[config.mk]
export PLATFORM = sky130hd
export DESIGN_NAME = tdc_capture
export DESIGN_NICKNAME = d
export VERILOG_FILES = /design/src/rtl/tdc_capture.sv
export SDC_FILE = /design/constraint.sdc
export NUM_CORES = 1
export LEC_CHECK = 0
export CORE_MARGIN = 5
export CORE_UTILIZATION = 57
export DETAILED_ROUTE_END_ITERATION = 8
export PLACE_DENSITY = 0.84
export SETUP_SLACK_MARGIN = 0.02
export SYNTH_ARGS = -nofsm -noshare
export SYNTH_HDL_FRONTEND = slang
export SYNTH_SLANG_ARGS = --single-unit
[constraint.sdc]
create_clock -name clk -period 3.3 [get_ports clk]
set_input_delay 0.66 -clock clk [delete_from_list [all_inputs] [get_ports clk]]
set_output_delay 0.66 -clock clk [all_outputs]
set_load 0.02 [all_outputs]
[src/rtl/tdc_capture.sv]
// rtl/tdc_capture.sv - delay-line TDC: launch, capture, 2-flop sync, thermometer encode, averaging.
// Optional bubble-correcting majority filter enabled by macro TDC_CAPTURE_BUBBLE_EN.

module cinv (
    input  logic a_i,
    output logic y_o
);
    assign y_o = ~a_i;
endmodule

module tdc_capture #(
    parameter  int N_TAPS    = 32,
    parameter  int N_STG     = 12,
    parameter  int AVG_LOG2  = 2,
    parameter  int DRAIN_MAX = 15,
    localparam int CW        = $clog2(N_TAPS + 1),
    localparam int RW        = CW + AVG_LOG2
) (
    input  logic          clk,
    input  logic          rst,
    input  logic          cmd_valid,
    output logic          cmd_ready,
    output logic          res_valid,
    input  logic          res_ready,
    output logic [RW-1:0] res_data,
    output logic          res_sat,
    output logic          res_err
);
    localparam int N_CELLS = N_TAPS * N_STG;
    localparam int SW      = AVG_LOG2 + 1;
    localparam int N_SHOT  = 1 << AVG_LOG2;
    localparam int DW      = $clog2(DRAIN_MAX + 1);

    localparam logic [2:0] S_IDLE   = 3'd0;
    localparam logic [2:0] S_LAUNCH = 3'd1;
    localparam logic [2:0] S_CAPT   = 3'd2;
    localparam logic [2:0] S_SYNC   = 3'd3;
    localparam logic [2:0] S_ENC    = 3'd4;
    localparam logic [2:0] S_DRAIN  = 3'd5;
    localparam logic [2:0] S_OUT    = 3'd6;

    logic [2:0]        state_q, state_d;
    logic              launch_q;
    logic [N_TAPS-1:0] taps_w;
    logic [N_TAPS-1:0] cap_q, sync_q, enc_in;
    logic [SW-1:0]     shots_q, shots_d;
    logic [RW-1:0]     acc_q, acc_d;
    logic              sat_q, sat_d, err_q, err_d;
    logic [DW-1:0]     drain_q, drain_d;
    logic              fresh_q, fresh_d;
    logic [CW-1:0]     code;
    logic              run;

    // Each cell gets its own net so the chain is not seen as one self-looping vector.
    for (genvar i = 0; i < N_CELLS; i++) begin : g_cell
        (* keep *) logic y;
        if (i == 0) begin : g_first
            (* keep *) cinv u_cinv (.a_i(launch_q), .y_o(y));
        end else begin : g_next
            (* keep *) cinv u_cinv (.a_i(g_cell[i-1].y), .y_o(y));
        end
    end

    for (genvar t = 0; t < N_TAPS; t++) begin : g_tap
        assign taps_w[t] = g_cell[(t + 1) * N_STG - 1].y;
    end

    always_comb begin
        enc_in = sync_q;
`ifdef TDC_CAPTURE_BUBBLE_EN
        for (int k = 1; k < N_TAPS - 1; k++) begin
            enc_in[k] = (sync_q[k-1] & sync_q[k]) | (sync_q[k] & sync_q[k+1])
                      | (sync_q[k-1] & sync_q[k+1]);
        end
`endif
    end

    always_comb begin
        code = '0;
        run  = 1'b1;
        for (int k = 0; k < N_TAPS; k++) begin
            if (run && enc_in[k]) begin
                code = CW'(k + 1);
            end else begin
                run = 1'b0;
            end
        end
    end

    always_comb begin
        state_d = state_q;
        shots_d = shots_q;
        acc_d   = acc_q;
        sat_d   = sat_q;
        err_d   = err_q;
        drain_d = drain_q;
        fresh_d = fresh_q;
        case (state_q)
            S_IDLE: begin
                if (cmd_valid) begin
                    shots_d = '0;
                    acc_d   = '0;
                    sat_d   = 1'b0;
                    err_d   = 1'b0;
                    drain_d = '0;
                    fresh_d = 1'b0;
                    // After reset the chain state is unknown, so check it clears first.
                    state_d = fresh_q ? S_DRAIN : S_LAUNCH;
                end
            end
            S_LAUNCH: state_d = S_CAPT;
            S_CAPT:   state_d = S_SYNC;
            S_SYNC:   state_d = S_ENC;
            S_ENC: begin
                acc_d   = acc_q + RW'(code);
                sat_d   = sat_q | (code == CW'(N_TAPS));
                shots_d = shots_q + 1'b1;
                drain_d = '0;
                state_d = S_DRAIN;
            end
            S_DRAIN: begin
                if ((cap_q == '0) || (drain_q == DW'(DRAIN_MAX - 1))) begin
                    if (cap_q != '0) begin
                        err_d = 1'b1;
                    end
                    state_d = (shots_q < SW'(N_SHOT)) ? S_LAUNCH : S_OUT;
                end else begin
                    drain_d = drain_q + 1'b1;
                end
            end
            S_OUT: begin
                if (res_ready) begin
                    state_d = S_IDLE;
                end
            end
            default: state_d = S_IDLE;
        endcase
    end

    always_ff @(posedge clk or posedge rst) begin
        if (rst) begin
            state_q  <= S_IDLE;
            launch_q <= 1'b0;
            cap_q    <= '0;
            sync_q   <= '0;
            shots_q  <= '0;
            acc_q    <= '0;
            sat_q    <= 1'b0;
            err_q    <= 1'b0;
            drain_q  <= '0;
            fresh_q  <= 1'b1;
        end else begin
            state_q  <= state_d;
            launch_q <= (state_d == S_LAUNCH);
            // Hold the launch capture through CAPT so SYNC sees it; sample freely otherwise.
            if (state_q != S_CAPT) begin
                cap_q <= taps_w;
            end
            if (state_q == S_CAPT) begin
                sync_q <= cap_q;
            end
            shots_q  <= shots_d;
            acc_q    <= acc_d;
            sat_q    <= sat_d;
            err_q    <= err_d;
            drain_q  <= drain_d;
            fresh_q  <= fresh_d;
        end
    end

    assign cmd_ready = (state_q == S_IDLE);
    assign res_valid = (state_q == S_OUT);
    assign res_data  = acc_q;
    assign res_sat   = sat_q;
    assign res_err   = err_q;

endmodule

==> flow_summary.toml, run 1 <==
[outcome]
status = "finished clean"

[worst_setup_path]
crit_slowest_cell = "dfrtp_1"
crit_family = "flip-flops"
crit_path_start_kind = "register"
slowest_delay_ns = 0.73
crit_chain = "nand2_1, nor2_1, clkdlybuf4s50_1"
crit_type = "register to primary output"
cp_max_fo = 18
cp-startpoint = "state_q[2]"
r2r_start = "drain_q[0]"
path_buf_inv = 1
cp-end-kind = "primary output"
cp.arrival_ns = 1.89
required_ns = 2.64

[global_route]
grt_pass1_wl_microns = 3250
grt_pass1_vias = 718
gr-total-overflow = 0
grt_antenna_before_repair = 0
track_usage_pct = 16.1
grt_max_degree = 20

[clock_tree]
clk_pin_slew_ns = 0.10
cts_buffer_depth = 2
cts_tree = "done"
holdBufCountCts = 0
cts-buffers-inserted = 3
post_cts_resized = 0
clk_latency_ns = 0.30
cts_sinks = 19
htreeDepth = 1
cts_setup_buffers = 0
cts_root_buffer = "clkbuf_4"

[final_layout]
area_delta_synth_final_pct = 10.4
layoutNonFillerInstCount = 134
utilization_pct = 66.8
fill_cells = 145
drive_gt1_share_pct = 8.26
fin_area_sq_um = 1150
fin_nets = 119
antenna_cells = 0

[timing]
final_max_slew_viol_count = 0
maxSlewHeadroom_pct = 51.4
finalHoldViolCount = 0
tns_ns = 0
post-route-period-util_pct = 77.3
fmax_ghz = 0.392
rsz0062_at_grt = "false"
worst_pin_slew_ns = 0.728
fin_crit_ns = 2.55
clock_skew_ns = 0.00344
finalSetupViolCount = 0

[routing]
vias = 747
drt_first_pass_iters = 4
drtAntennaViolNets = 0
drt-wirelength-per-cell_microns = 14.0
viasPerCell = 5.57
drc = 0
drt-total-wl_microns = 1880
drtIter0Drc = 19

[floorplan]
die_w_microns = 52.8
die_h_microns = 52.8
dieArea_sq_um = 2790
io_pins = 16
initial_core_util_pct = 60.5
num_rows = 15
core_area_sq_um = 1730

[placement]
port_buffers = 10
place_congestion = 0.815
dp_hpwl_microns = 1420
placedCellCount = 130
place_area_sq_um = 1130

[synthesis]
synthesis.area_sq_um = 1040
netlist_instances = 101
avgSynthCellArea_sq_um = 10.3
ys_warn_count = 0

[power]
p_per_area_nw_per_um2 = 742
ir_drop_v = 0.000583
leakage_nw = 0.528

[worst_hold_path]
worstHoldStart = "launch_q"
min-delay-path-class = "register to register"

[run]
drv_cap = 0
-- where the power goes --
| group | total [W] | switching (W) | internal, W |
|---|---|---|---|
| Clock | 0.000117 | 0.0000694 | 0.0000471 |
| Combinational | 0.000327 | 0.000163 | 0.000164 |
| Sequential | 0.000413 | 0.000117 | 0.000295 |
| Total | 0.000856 | 0.000349 | 0.000507 |
-- layer usage --
metal  global-route usage (%)  routed length, microns  up-vias
met3                     2.56                      63        4
met4                     5.11                      22        0
met2                     25.6                     871       15
li1                         -                       -      372
met5                        0                       0        -
met1                     22.1                     919      356
-- flip-flops by register name (all words and copies together) (netlist names) --
register and cells:
launch_q 1, state_q 3, res_err 1, drain_q 4, enc_in 1, res_data 3, res_sat 1, fresh_q 1
shots_q 3, cap_q 1
-- metrics by stage --
| stage | hold WS (ns) | worst slack [ns] | power (W) |
|---|---|---|---|
| 4_1_cts | 0.487 | 0.755 | 0.000858 |
| 3_5_place_dp | 0.463 | 1.08 | 0.000743 |
| 5_1_grt | 0.513 | 0.575 | 0.000926 |
| 6_report | 0.479 | 0.750 | 0.000856 |
| 3_3_place_gp | 0.437 | 1.13 | 0.000727 |
| 2_1_floorplan | 0.433 | 1.54 | 0.000654 |
-- cell usage in the layout, fill, tap and decap left out, types with 3 or more instances in the layout --
cell type,n
conb_1,5
dfrtp_1,18
nand2_1,7
o21ai_1,5
clkdlybuf4s50_1,10
mux2_1,3
clkbuf_4,3
ha_1,5
nor2_1,6
inv_1,4
a22o_1,3
a32o_1,3
-- worst paths after layout --
| path | end | slack [ns] | cells past startpoint |
|---|---|---|---|
| max | res_valid | 0.75 | 3 |
| min | cap_q[0] | 0.48 | 1 |
| max reg2reg | drain_q[1] | 1.63 | 5 |
| min reg2reg | cap_q[0] | 0.48 | 1 |
| max in group asynchronous | res_sat | 2.07 | 2 |
| min in group asynchronous | drain_q[2] | 0.77 | 2 |
-- area by class of cell --
type                            count  area [sq um]  share of cell area (%)
Clock buffer                        4          26.3                    2.28
Sequential cell                    19           477                    41.3
Tap cell                           25          31.3                    2.71
Multi-Input combinational cell     72           504                    43.7
Timing Repair Buffer               10           100                    8.68
Inverter                            4          15.0                    1.30
(Power assumes the default switching activity.)
==> inputs of run 2 (changes only) <==
- CORE_UTILIZATION: 57 -> 63
- PLACE_DENSITY: 0.84 -> 0.88
- clock period: 3.3 -> 2.5 ns (I/O delays scaled with it)
==> run 2 against run 1 <==
Compared with the run above:
- core utilization is 7.8 points higher
- non-clock buffer count grew 1
- critical path depth down 1
- total power up 33%
- cell area fell by 0.33%
==> flow_summary.toml, run 2 (synthesis results as in run 1) <==
[placement]
place_area_sq_um = 1120
place_congestion = 0.828
port_buffers = 10
dp_hpwl_microns = 1370
place_worst_setup_slack_ns = 0.587

[global_route]
grt_antenna_before_repair = 0
grt_max_degree = 20
grt_pass1_vias = 766
grt_pass1_wl_microns = 3370
gr-total-overflow = 0
track_usage_pct = 16.7

[timing]
fmax_ghz = 0.442
worst_pin_slew_ns = 0.703
rsz0062_at_grt = "false"
post-route-period-util_pct = 90.5
final_max_slew_viol_count = 0
clock_skew_ns = 0.00611
hold_slack_ns = 0.465
setup_ws_ns = 0.239
finalHoldViolCount = 0
finalSetupViolCount = 0
maxSlewHeadroom_pct = 53.1
fin_crit_ns = 2.26
tns_ns = 0

[worst_hold_path]
min-delay-path-class = "register to register"
worstHoldEndpoint = "cap_q[0]"
worstHoldStart = "launch_q"
holdPathStages = 1

[power]
leakage_nw = 0.533
power_switching_w = 0.000462
p_seq_share_pct = 45.5
power.share.switching_pct = 40.6
pwr-share-clk_pct = 13.3
p_int_w = 0.000677
p_per_area_nw_per_um2 = 990
p_comb_share_pct = 41.2
ir_drop_v = 0.000673

[clock_tree]
holdBufCountCts = 0
cts_setup_buffers = 0
cts_sinks = 19
clk_latency_ns = 0.30
cts_tree = "done"
clk_pin_slew_ns = 0.10
cts-buffers-inserted = 3
cts_root_buffer = "clkbuf_4"
cts_buffer_depth = 2
post_cts_resized = 0
htreeDepth = 1

[final_layout]
area_delta_synth_final_pct = 10.1
final_common_cell = "dfrtp_1"
largest_reg_flops = 4
fin_area_sq_um = 1150
fin_nets = 120
antenna_cells = 0
largest-register = "drain_q"
layout_common_cells = "dfrtp_1, clkdlybuf4s50_1, nand2_1"
drive_gt1_share_pct = 9.09
utilization_pct = 74.6

[worst_setup_path]
reg2reg_to = "drain_q[1]"
required_ns = 2.00
crit_path_start_kind = "register"
r2r_cells = 5
crit_type = "register to primary output"
cp_max_fo = 14
cp-end-kind = "primary output"
r2r_start = "drain_q[0]"
cp.arrival_ns = 1.76
regToRegSetupSlack_ns = 0.83

[routing]
drt-total-wl_microns = 1870
drtAntennaViolNets = 0
drc = 0
wl_met3_microns = 83
top_layer = "met4"
drt_first_pass_iters = 4
drtIter0Drc = 13
drt-met1-wl_microns = 901
viasPerCell = 6.20
vias = 781
drt-wirelength-per-cell_microns = 14.8
dr_wl_met2_microns = 834

[floorplan]
initial_core_util_pct = 67.8
num_rows = 14
die_w_microns = 50.7
io_pins = 16
core_area_sq_um = 1540
dieArea_sq_um = 2570
die_h_microns = 50.7

[run]
drv_cap = 0

[outcome]
status = "finished clean"
[run 2: per-stage QoR]
stage          std cells  total power, W
5_1_grt              126         0.00124
2_1_floorplan        105        0.000863
4_1_cts              126         0.00114
6_report             126         0.00114
3_3_place_gp         122        0.000975
3_5_place_dp         122        0.000987
[run 2: how the worst max path moves through the flow]
stage / depth (start not counted) / endpoint / startpoint / slack (ns)
5_1_grt: 2 / cmd_ready / state_q[0] / 0.14
6_report: 2 / cmd_ready / state_q[0] / 0.24
3_3_place_gp: 2 / cmd_ready / state_q[0] / 0.59
3_5_place_dp: 2 / cmd_ready / state_q[0] / 0.59
2_1_floorplan: 4 / res_valid / state_q[2] / 0.90
4_1_cts: 2 / cmd_ready / state_q[0] / 0.25
[run 2: critical path: stages, from the launching register on]
cell and delay [ns]:
dfrtp_1 0.56, nor3_2 0.24, clkdlybuf4s50_1 0.66
[run 2: power by group through the flow]
stage | clock network (W) | registers [W] | logic (W)
finish | 0.000151 | 0.000518 | 0.000469
global route | 0.000173 | 0.000539 | 0.000525
CTS | 0.000155 | 0.000515 | 0.000470
detailed placement | 0 | 0.000519 | 0.000468
global placement | 0 | 0.000517 | 0.000458
floorplan | 0 | 0.000469 | 0.000394
[run 2: cell type report]
type,instances,area (sq um)
Multi-Input combinational cell,72,504
Sequential cell,19,477
Fill cell,106,392
Timing Repair Buffer,11,108
Clock buffer,4,26.3
Tap cell,16,20.0
Inverter,4,15.0
[run 2: layer usage]
layer,vias to the layer above,track usage (%)
li1,376,-
met5,-,0
met4,0,8.09
met1,374,23.6
met3,8,3.25
met2,23,24.2
